`src/rtl/latch_write_arbiter.sv`:
```
// latch_write_arbiter
//   Shares one bank of D latches (2**ADDR_W words x DATA_W bits) between
//   N_REQ write requesters. One requester is granted at a time, and each
//   write runs as a timed sequence: D setup (1 cycle), enable pulse
//   (EN_CYCLES cycles), D hold (1 cycle, with ack). D is therefore stable
//   around both edges of every enable pulse.
//
//   Ports:
//     clk       rising-edge clock
//     rst       synchronous reset, active-high
//     req       per-requester write request, held high until ack
//     req_addr  packed word addresses, requester i at [i*ADDR_W +: ADDR_W]
//     req_data  packed write data, requester i at [i*DATA_W +: DATA_W]
//     ack       one-cycle pulse to the requester whose write completed
//     busy      high whenever a write sequence is in progress
//     latch_d   shared D bus to all latch words
//     latch_en  per-word latch enable, one-hot or zero
//
//   Build option:
//     LATCH_WR_FIXED_PRIO_EN  when defined, the round-robin pointer is
//                             removed and the lowest-index active request
//                             always wins.

module latch_write_arbiter #(
    parameter int unsigned N_REQ     = 4,
    parameter int unsigned DATA_W    = 8,
    parameter int unsigned ADDR_W    = 2,
    parameter int unsigned EN_CYCLES = 2
) (
    input  logic                      clk,
    input  logic                      rst,
    input  logic [N_REQ-1:0]          req,
    input  logic [N_REQ*ADDR_W-1:0]   req_addr,
    input  logic [N_REQ*DATA_W-1:0]   req_data,
    output logic [N_REQ-1:0]          ack,
    output logic                      busy,
    output logic [DATA_W-1:0]         latch_d,
    output logic [(1<<ADDR_W)-1:0]    latch_en
);

    localparam int unsigned N_WORDS = 1 << ADDR_W;
    localparam int unsigned IDX_W   = $clog2(N_REQ);
    localparam int unsigned CNT_W   = $clog2(EN_CYCLES + 1);

    typedef enum logic [1:0] {
        IDLE,
        SETUP,
        ENABLE,
        HOLD
    } stateT;

    stateT              state;
    logic [IDX_W-1:0]   grantReg;
    logic [ADDR_W-1:0]  addrReg;
    logic [CNT_W-1:0]   enCnt;

    logic [DATA_W-1:0]  reqDataArr [N_REQ];
    logic [ADDR_W-1:0]  reqAddrArr [N_REQ];

    logic               grantValid;
    logic [IDX_W-1:0]   grantIdx;
    logic [IDX_W-1:0]   probeIdx;

    logic [N_WORDS-1:0] wordSel;
    logic [N_REQ-1:0]   ackSel;

`ifndef LATCH_WR_FIXED_PRIO_EN
    logic [IDX_W-1:0]   rrPtr;
    logic [IDX_W-1:0]   nextPtr;
`endif

    // Unpack the flat request buses into per-requester words
    always_comb begin
        for (int unsigned i = 0; i < N_REQ; i++) begin
            reqDataArr[i] = req_data[i*DATA_W +: DATA_W];
            reqAddrArr[i] = req_addr[i*ADDR_W +: ADDR_W];
        end
    end

    // Arbiter: scan requesters starting at the priority origin, first hit wins
    always_comb begin
        grantValid = 1'b0;
        grantIdx   = '0;
        probeIdx   = '0;
        for (int unsigned i = 0; i < N_REQ; i++) begin
`ifdef LATCH_WR_FIXED_PRIO_EN
            probeIdx = IDX_W'(i);
`else
            probeIdx = IDX_W'((32'(rrPtr) + i) % N_REQ);
`endif
            if (!grantValid && req[probeIdx]) begin
                grantValid = 1'b1;
                grantIdx   = probeIdx;
            end
        end
    end

    assign wordSel = N_WORDS'(1) << addrReg;
    assign ackSel  = N_REQ'(1) << grantReg;

`ifndef LATCH_WR_FIXED_PRIO_EN
    assign nextPtr = (grantReg == IDX_W'(N_REQ - 1)) ? '0 : grantReg + 1'b1;
`endif

    always_ff @(posedge clk) begin
        if (rst) begin
            state    <= IDLE;
            grantReg <= '0;
            addrReg  <= '0;
            enCnt    <= '0;
            ack      <= '0;
            busy     <= 1'b0;
            latch_d  <= '0;
            latch_en <= '0;
`ifndef LATCH_WR_FIXED_PRIO_EN
            rrPtr    <= '0;
`endif
        end else begin
            ack <= '0;
            case (state)
                IDLE: begin
                    if (grantValid) begin
                        // Capture everything now so later req changes cannot disturb the write
                        grantReg <= grantIdx;
                        addrReg  <= reqAddrArr[grantIdx];
                        latch_d  <= reqDataArr[grantIdx];
                        busy     <= 1'b1;
                        state    <= SETUP;
                    end
                end
                SETUP: begin
                    latch_en <= wordSel;
                    enCnt    <= CNT_W'(EN_CYCLES);
                    state    <= ENABLE;
                end
                ENABLE: begin
                    // enCnt counts the enable cycles still to run, including the current one
                    if (enCnt == CNT_W'(1)) begin
                        latch_en <= '0;
                        ack      <= ackSel;
                        state    <= HOLD;
                    end else begin
                        enCnt <= enCnt - 1'b1;
                    end
                end
                HOLD: begin
                    busy  <= 1'b0;
                    state <= IDLE;
`ifndef LATCH_WR_FIXED_PRIO_EN
                    rrPtr <= nextPtr;
`endif
                end
                default: state <= IDLE;
            endcase
        end
    end

endmodule

```
`config.mk`:
```
export PLATFORM = sky130hd
export DESIGN_NAME = latch_write_arbiter
export DESIGN_NICKNAME = d
export VERILOG_FILES = /design/src/rtl/latch_write_arbiter.sv
export SDC_FILE = /design/constraint.sdc
export NUM_CORES = 1
export LEC_CHECK = 0
export ABC_CLOCK_PERIOD_IN_PS = 3100
export CELL_PAD_IN_SITES_DETAIL_PLACEMENT = 0
export CELL_PAD_IN_SITES_GLOBAL_PLACEMENT = 1
export CORE_MARGIN = 2
export CORE_UTILIZATION = 34
export CTS_BUF_LIST = sky130_fd_sc_hd__clkbuf_8
export CTS_CLUSTER_SIZE = 14
export DETAILED_ROUTE_END_ITERATION = 12
export GPL_ROUTABILITY_DRIVEN = 0
export MAX_ROUTING_LAYER = met4
export PLACE_DENSITY_LB_ADDON = 0.2
export SETUP_SLACK_MARGIN = 0.15
export SLEW_MARGIN = 20
export SYNTH_ARGS = -nofsm -noshare
export SYNTH_HDL_FRONTEND = slang
export SYNTH_SLANG_ARGS = --single-unit
```
`constraint.sdc`:
```
create_clock -name clk -period 3.1 [get_ports clk]
set_input_delay 0.31 -clock clk [delete_from_list [all_inputs] [get_ports clk]]
set_output_delay 0.31 -clock clk [all_outputs]
set_load 0.01 [all_outputs]
```
Word-level counts from Yosys, hierarchy flattened
Index checks and enable logic that the tools add are counted.

operators by class
  $add $sub $neg = 5
  order comparisons = 5
  equality and inequality tests = 8
  shift-type cells = 2
  mux-type cells = 32
  bitwise gates (word level) = 3
  reduce and logical (&&, ||, !) cells = 15

operators by type and width
  kind                 number
  $mux 2               10
  $bmux 8 s2           1
  $mux 8               2
  $lt 2x3->1 const B   4
  $reduce_and 2->1     5
  $mux 1               9
  $bmux 1 s2           4
  $pmux 2 s4           1
  $pmux 4 s2           1
  $shl 1x2->4 const A  2
  $eq 2x2->1 const B   3
  $ne 2x2->1 const B   3
  $add 2x1->2 const B  2
  $add 2x2->2 const B  2
  $bmux 2 s2           1
  $eq 2x1->1 const B   2
  $mux 4               1
  $pmux 2 s2           1
  $reduce_bool 2->1    2
  $ge 3x3->1 const B   1
  $logic_and 1x1->1    3
  $logic_not 1->1      3
  $not 2->3            1
  $reduce_or 3->1      1
  4 further kinds      5

storage, ports and cells
  bits in registers = 27
  input bits = 46
  output and inout bits = 17
  logic and storage cells = 79

Depth between registers and ports, before layout
Gate-level depths: netlist of the first run.

  depth in word-level cells = 16
  mapped depth = 8
  gate-level depth less buffers = 7

Worst setup path before layout of the first run
No wires, ideal clock.

  path type = register to register
  from = register rrPtr[1]
  to = register addrReg[0]
  setup time = 0.137 ns
  arrival = 1.592 ns
  data required time = 2.963 ns
  setup slack = 1.371 ns
  stages on the path, launching flop included = 8
  buffers on the path = 2
  clock period less this slack = 1.729 ns
  cells stage by stage = dfxtp_1 buf_6 mux2i_2 nor2_2 nor3_4 buf_6 mux2i_1 o221ai_1

between the ends
  longest elaborated chain between the ends = 16
  elaborated cells between the ends (all ways) = 30
  those cells by class = add/sub (3); mux (19); bitwise (1); reduce/logical (7)

ends and longest elaborated chain
  what                                                  RTL line  text
  start: declaration                                    68        logic [IDX_W-1:0] rrPtr;
  start signal: assignment                              150       rrPtr <= nextPtr;
  branches (longest 16 deep; another with $add 2x1->2)  --
  end signal: assignment                                125       addrReg <= reqAddrArr[grantIdx];
  end: declaration                                      54        logic [ADDR_W-1:0] addrReg;

Parallel ways; which one is timed is not known. The select of a mux whose other input is x is not followed.
A chain may end at the register's enable or synchronous reset.

Worst setup path in the final report of the first run
  from = input port req[3]
  to = register latch_d[0]

between the ends
  longest elaborated chain between the ends = 16
  elaborated cells between the ends (all ways) = 27
  those cells by class = mux (19); bitwise (1); reduce/logical (7)

ends and longest elaborated chain
  what                                        RTL line  text
  start: declaration                          32        input logic [N_REQ-1:0] req,
  $bmux 1 s2                                  91        if (!grantValid && req[probeIdx]) begin
  $mux 1 (implied by the code)                91
  $mux 1                                      91
  $logic_not 1->1                             91
  $logic_and 1x1->1                           91
  $mux 1                                      91
  $logic_not 1->1                             91
  $logic_and 1x1->1                           91
  $mux 1                                      91
  $logic_not 1->1                             91
  $logic_and 1x1->1                           91
  $mux 2                                      91
  $not 2->3 (implied by the code)             126       latch_d <= reqDataArr[grantIdx];
  $bmux 8 s2                                  126
  $mux 8 (implied by the code) (2 in series)  126
  end signal: assignment                      126
  end: declaration                            37        output logic [DATA_W-1:0] latch_d,

Several ways; a longest one is shown, not always the timed one. The select of a mux whose other input is x is not followed.

==> results of run 1 <==
metrics by stage:
step / instance area [µm²] / hold slack (ns)
finish: 2210 / 0.460
global route: 2210 / 0.497
floorplan: 1500 / 0.444
global placement: 2160 / 0.450
detailed placement: 2160 / 0.454
CTS: 2210 / 0.466
where the power goes:
part	internal, W	switching, W
registers	0.000436	0.0000691
clock network	0.0000899	0.000105
logic	0.000312	0.000307
total	0.000838	0.000481
per-layer routing:
layer  track usage  routed length, µm  part of all wire  up-vias
met5             -                  0                 0        -
met4        0.0470                 48             0.012        0
met3        0.0332                218             0.053        4
met2         0.287               1970              0.47       35
met1         0.230               1920              0.46      686
li1              -                  -                 -      741
synthesized netlist by cell type:
library cell,n,area [µm²]
a21oi_1,10,50.1
o31a_1,3,26.3
a211o_1,3,26.3
a2111oi_2,1,15.0
mux2i_2,1,13.8
or3_1,1,6.26
nand2b_1,3,18.8
a31oi_1,2,12.5
nand3b_1,7,52.6
nand4_1,3,18.8
nor2_2,1,6.26
o22a_1,1,8.76
o21a_1,2,15.0
o21bai_1,1,7.51
nor4_1,3,18.8
nand4b_1,1,8.76
o21ai_1,2,10.0
buf_2,1,5.00
inv_1,5,18.8
or2_2,1,6.26
nor3_4,1,16.3
nor3_1,1,5.00
a21o_1,1,7.51
o221ai_1,7,61.3
and4_1,2,17.5
and3_1,1,6.26
dfxtp_1,27,541
clkbuf_1,5,18.8
o221a_2,1,11.3
a211oi_1,2,15.0
a22oi_1,1,7.51
or2_1,1,6.26
buf_6,2,22.5
nand3_1,1,5.00
a2111oi_0,1,8.76
nor2_1,19,71.3
a21oi_2,1,8.76
nor2b_1,2,12.5
nand2_1,7,26.3
o31ai_1,3,22.5
ha_1,6,75.1
mux2i_1,17,170
nor4b_1,2,17.5
sequential cells by signal, summed over array words and instances, names as in the netlist:
register  count
state         2
enCnt         2
rrPtr         2
latch_d       8
busy          1
addrReg       2
grantReg      2
latch_en      4
ack           4
cell type report:
type	instances	area [µm²]	area share
tap	52	65.1	0.0295
clock inverter	1	5.00	0.00227
timing repair buffer	65	643	0.291
multi-input combinational	123	893	0.405
clock buffer	3	41.3	0.0187
inverter	5	18.8	0.00850
sequential	27	541	0.245
cell families (layout without fill, tap and decap cells):
group / Yosys count / in the layout / synth area share
fa+ha+maj: 6 / 6 / 0.0501
compound gates: 42 / 42 / 0.210
flops: 27 / 27 / 0.361
mux: 18 / 18 / 0.123
buf+inv: 13 / 74 / 0.0434
simple gates: 57 / 57 / 0.214
worst paths after layout:
check | depth (start not counted) | startpoint | slack, ns | end
worst max-delay path | 5 | req[3] | 0.97 | latch_d[0]$_SDFFE_PP0P_
worst min-delay path | 2 | latch_en[3]$_SDFFE_PP0P_ | 0.46 | latch_en[3]$_SDFFE_PP0P_
worst max register to register | 6 | rrPtr[1]$_SDFFE_PP0P_ | 1.10 | latch_d[2]$_SDFFE_PP0P_
worst min register to register | 2 | latch_en[3]$_SDFFE_PP0P_ | 0.46 | latch_en[3]$_SDFFE_PP0P_
tightest hold or removal path, delay by kind of cell (launching register included):
kind | cells | cell delay, ns
AO/OA/AOI/OAI | 1 | 0.05
AND/OR/NAND/NOR | 1 | 0.05
flip-flops | 1 | 0.32
placed cells by master, fill, tap and decap left out, types with 5 or more instances in the layout:
master           synthesis  routed
mux2i_1                 17      17
inv_1                    5       5
a21oi_1                 10      10
nand3b_1                 7       7
ha_1                     6       6
o221ai_1                 7       7
dfxtp_1                 27      27
nor2_1                  19      19
clkdlybuf4s50_1          0      62
nand2_1                  7       7
==> results.yml, run 1 <==
run_status:
  outcome: "completed"
clock_network:
  root_buffer: "clkbuf_8"
  post_cts_buffers: 0
  cts_inserted_buffers: 3
  clkLatencyLatePin_ns: 0.27
  tritoncts: "built"
  clock-sinks: 27
  htree_levels: 1
  ctsResizeCount: 0
  holdBufCountCts: 0
  clockBufferDepth: 2
  cts.clk_slew.worst_paths_ns: 0.09
critical_path:
  cp_max_fo: 12
  max_stage_delay_ns: 0.54
  worst-path-buf-inv: 1
  critPathTopFamily: "simple AND/OR/NAND/NOR gates"
  cpMaxStageDelayCell: "nor4_1"
  crit_type: "in2reg"
  worstSetupEndpointType: "flip-flop"
  start_kind: "primary input"
  arrival_ns: 2.27
  required_ns: 3.24
  crit_chain: "clkdlybuf4s50_1 > nor4_1 > nand2b_1 > or3_1 > o221ai_1"
job:
  drv_cap: 0
detailed_routing:
  wl_per_cell_um: 15.0
  drt_iter0_drc: 80
  vias_per_cell: 5.31
  drtPass1Iterations: 4
  dr_total_vias: 1466
  drc: 0
  ant_nets: 0
  totalWireLength_mm: 4.15
global_route:
  grt_pass1_vias: 1468
  grt.overflow.total: 0
  grt_pass1_wl_mm: 7.01
  antenna_found_initial: 0
  grt_max_degree: 19
  track_usage: 0.179
yosys:
  synth-seq-cells: 27
  ys_warn_count: 0
  syn-num-nets: 215
  yosysSeqAreaShare: 0.361
  ys_types: 43
  avgSynthCellArea_um2: 9.20
  synth_area_um2: 1500
  synthCells: 163
layout:
  fin_util: 0.514
  final_nets: 277
  area_growth_pct: 47.2
  fill_cells: 435
  diodes: 0
  final_cells: 276
  drive_gt1_frac: 0.0625
die:
  die_h_um: 70.4
  die_x_um: 70.4
  rows: 24
  core_area_um2: 4290
  ios: 63
  start_util: 0.349
  dieArea_um2: 4960
sta:
  tns_ns: 0
  tightest_slew_ns: 0.617
  rsz0062_at_grt: "no"
  setup_viol: 0
  period_share: 0.687
  fmax_ghz: 0.470
  slew_viol_final: 0
  fin_skew_ns: 0.00815
  hold_violations: 0
  layout_min_cycle_time_ns: 2.13
  finalWorstSetupSlack_ns: 0.970
  max_slew_margin: 0.578
placement:
  place_hpwl_mm: 3.31
  dp.cells: 272
  port_buffers: 62
  dp_slack_ns: 0.659
power:
  peakVddDrop_mv: 0.332
  p_per_area_nw_per_um2: 597
  cellLeakagePower_nw: 0.822
  p_total_w: 0.00132
worst_hold_path:
  hp-class: "reg2reg"
(Power assumes the default switching activity.)
==> run 2: changes to the inputs <==
--- a/config.mk
+++ b/config.mk
@@ -5,11 +5,11 @@
 export SDC_FILE = /design/constraint.sdc
 export NUM_CORES = 1
 export LEC_CHECK = 0
-export ABC_CLOCK_PERIOD_IN_PS = 3100
+export ABC_CLOCK_PERIOD_IN_PS = 2100
 export CELL_PAD_IN_SITES_DETAIL_PLACEMENT = 0
 export CELL_PAD_IN_SITES_GLOBAL_PLACEMENT = 1
 export CORE_MARGIN = 2
-export CORE_UTILIZATION = 34
+export CORE_UTILIZATION = 32
 export CTS_BUF_LIST = sky130_fd_sc_hd__clkbuf_8
 export CTS_CLUSTER_SIZE = 14
 export DETAILED_ROUTE_END_ITERATION = 12
==> constraint.sdc (replaced) <==
create_clock -name clk -period 2.1 [get_ports clk]
set_input_delay 0.21 -clock clk [delete_from_list [all_inputs] [get_ports clk]]
set_output_delay 0.21 -clock clk [all_outputs]
set_load 0.01 [all_outputs]
==> run 2 against run 1 <==
Compared with the run above: die area is 5.9% higher; register-to-register slack got worse by 0.79 ns; design area is 4.1% higher; first-iteration DRC count down 34%; core utilization up 0.29 points; cell count rose by 2.9%; critical path depth increased by 1; sequential power rose by 49%; routed wire length grew 3.5%; via count increased by 3.4%; worst setup slack worse by 0.68 ns; clock skew increased by 0.0017 ns; highest routed layer unchanged.
==> results.yml, run 2 (synthesis results as in run 1) <==
layout:
  drive_gt1_frac: 0.0991
  layout_common_cells: "62 x clkdlybuf4s50_1, 26 x dfxtp_1, 19 x nor2_1, 17 x mux2i_1, 10 x a21oi_1"
  layout_commonest_cell: "clkdlybuf4s50_1"
  largest_register: "latch_d"
  final_nets: 285
  diodes: 0
  final_cells: 284
  area_growth_pct: 53.3
  largest_registers: "latch_d: 8 flops, ack: 4 flops, latch_en: 4 flops"
  largest_reg_flops: 8
worst_hold_path:
  hp-class: "reg2reg"
  hold_end: "latch_en[3]$_SDFFE_PP0P_"
  min_from: "latch_en[3]$_SDFFE_PP0P_"
  min_path_cells: 2
clock_network:
  cts_inserted_buffers: 3
  clkLatencyLatePin_ns: 0.28
  cts.clk_slew.worst_paths_ns: 0.10
  root_buffer: "clkbuf_8"
  tritoncts: "built"
  htree_levels: 1
  clockBufferDepth: 2
  holdBufCountCts: 0
  clock-sinks: 27
critical_path:
  max_stage_delay_ns: 0.54
  start_kind: "primary input"
  reg2reg_depth: 7
  required_ns: 2.25
  crit_type: "in2reg"
  rr_startpoint: "rrPtr[1]$_SDFFE_PP0P_"
  cpMaxStageDelayCell: "clkdlybuf4s50_1"
  crit_chain: "clkdlybuf4s50_1 > nand2b_1 > a21oi_2 > nor3_4 > a2111oi_1 > a2111oi_2"
  r2r_setup_slack_ns: 0.31
  arrival_ns: 1.96
  timing.rr.end: "latch_d[6]$_SDFFE_PP0P_"
  worstSetupEndpointType: "flip-flop"
  cp_max_fo: 7
detailed_routing:
  dr_wl_met2_mm: 2.17
  dr_wl_met3_um: 213
  wl_per_cell_um: 15.1
  totalWireLength_mm: 4.30
  drt_iter0_drc: 53
  dr_total_vias: 1516
  drtPass1Iterations: 4
  ant_nets: 0
  drc: 0
  vias_per_cell: 5.34
  wl_met1_mm: 1.86
  dr.max_layer_used: "met4"
global_route:
  grt_pass1_vias: 1517
  track_usage: 0.174
  grt.overflow.total: 0
  antenna_found_initial: 0
  grt_pass1_wl_mm: 7.03
  grt_max_degree: 23
power:
  p_per_area_nw_per_um2: 885
  cellLeakagePower_nw: 0.867
  peakVddDrop_mv: 0.511
sta:
  hold_violations: 0
  finalWorstSetupSlack_ns: 0.295
  max_slew_margin: 0.659
  tightest_slew_ns: 0.498
  period_share: 0.859
  setup_viol: 0
  hold_slack_ns: 0.466
  slew_viol_final: 0
  layout_min_cycle_time_ns: 1.80
  fmax_ghz: 0.554
  rsz0062_at_grt: "no"
  tns_ns: 0
  fin_skew_ns: 0.00983
placement:
  port_buffers: 62
  place_hpwl_mm: 3.44
  dp_slack_ns: -0.121
  dp.cells: 280
die:
  rows: 24
  ios: 63
  core_area_um2: 4440
  start_util: 0.337
  die_x_um: 72.4
  die_h_um: 72.4
  dieArea_um2: 5250
job:
  drv_cap: 0
run_status:
  outcome: "completed"
==> run 2: final cells by class <==
type / instances / area [µm²]
clock buffers: 3 / 41.3
flip-flops and latches: 27 / 542
clock inverters: 1 / 7.51
repair buffers: 73 / 728
multi-input cells: 123 / 895
fillers: 421 / 2150
well taps: 52 / 65.1
inverters: 5 / 18.8
==> run 2: how the worst max path moves through the flow <==
stage / from / endpoint / depth (start not counted)
after global placement: req[2] / latch_d[2]$_SDFFE_PP0P_ / 6
after CTS: rrPtr[1]$_SDFFE_PP0P_ / latch_d[2]$_SDFFE_PP0P_ / 5
after floorplan: rrPtr[1]$_SDFFE_PP0P_ / addrReg[0]$_SDFFE_PP0P_ / 7
final: req[2] / latch_d[2]$_SDFFE_PP0P_ / 6
after detailed placement: req[2] / latch_d[2]$_SDFFE_PP0P_ / 6
after global routing: req[2] / latch_d[2]$_SDFFE_PP0P_ / 6
==> run 2: worst max-delay path, delay by kind of cell <==
family          cells  cell delay, ns
simple gates        2            0.21
compound gates      3            0.99
buf+inv             1            0.54
==> run 2: metrics by stage <==
stage,util,total power (W),instance area [µm²]
2_1_floorplan,-,0.00130,1500
3_3_place_gp,0.505,0.00171,2250
3_5_place_dp,0.505,0.00175,2250
4_1_cts,0.517,0.00205,2300
5_1_grt,0.517,0.00219,2300
6_report,0.517,0.00203,2300
==> run 2: routing by layer <==
metal,track usage,up-vias
li1,-,756
met1,0.210,712
met2,0.299,42
met3,0.0319,6
met4,0.0432,0
met5,-,-
==> run 2: timing repair <==
action,CTS,global route
gates resized for setup,1,1
setup buffers,0,0
endpoints found under the setup margin,1,6
==> run 2: report_power, final <==
group	internal [W]	switching (W)
clock network	0.000135	0.000164
logic	0.000520	0.000463
registers	0.000643	0.000107
total	0.00130	0.000734
==> run 3: changes to the inputs <==
--- a/config.mk
+++ b/config.mk
@@ -6,6 +6,7 @@
 export NUM_CORES = 1
 export LEC_CHECK = 0
 export ABC_CLOCK_PERIOD_IN_PS = 2100
+export CAP_MARGIN = 20
 export CELL_PAD_IN_SITES_DETAIL_PLACEMENT = 0
 export CELL_PAD_IN_SITES_GLOBAL_PLACEMENT = 1
 export CORE_MARGIN = 2
==> results of run 3 <==
Same layout as run 2: the final DEF is identical, and so are final timing and power.
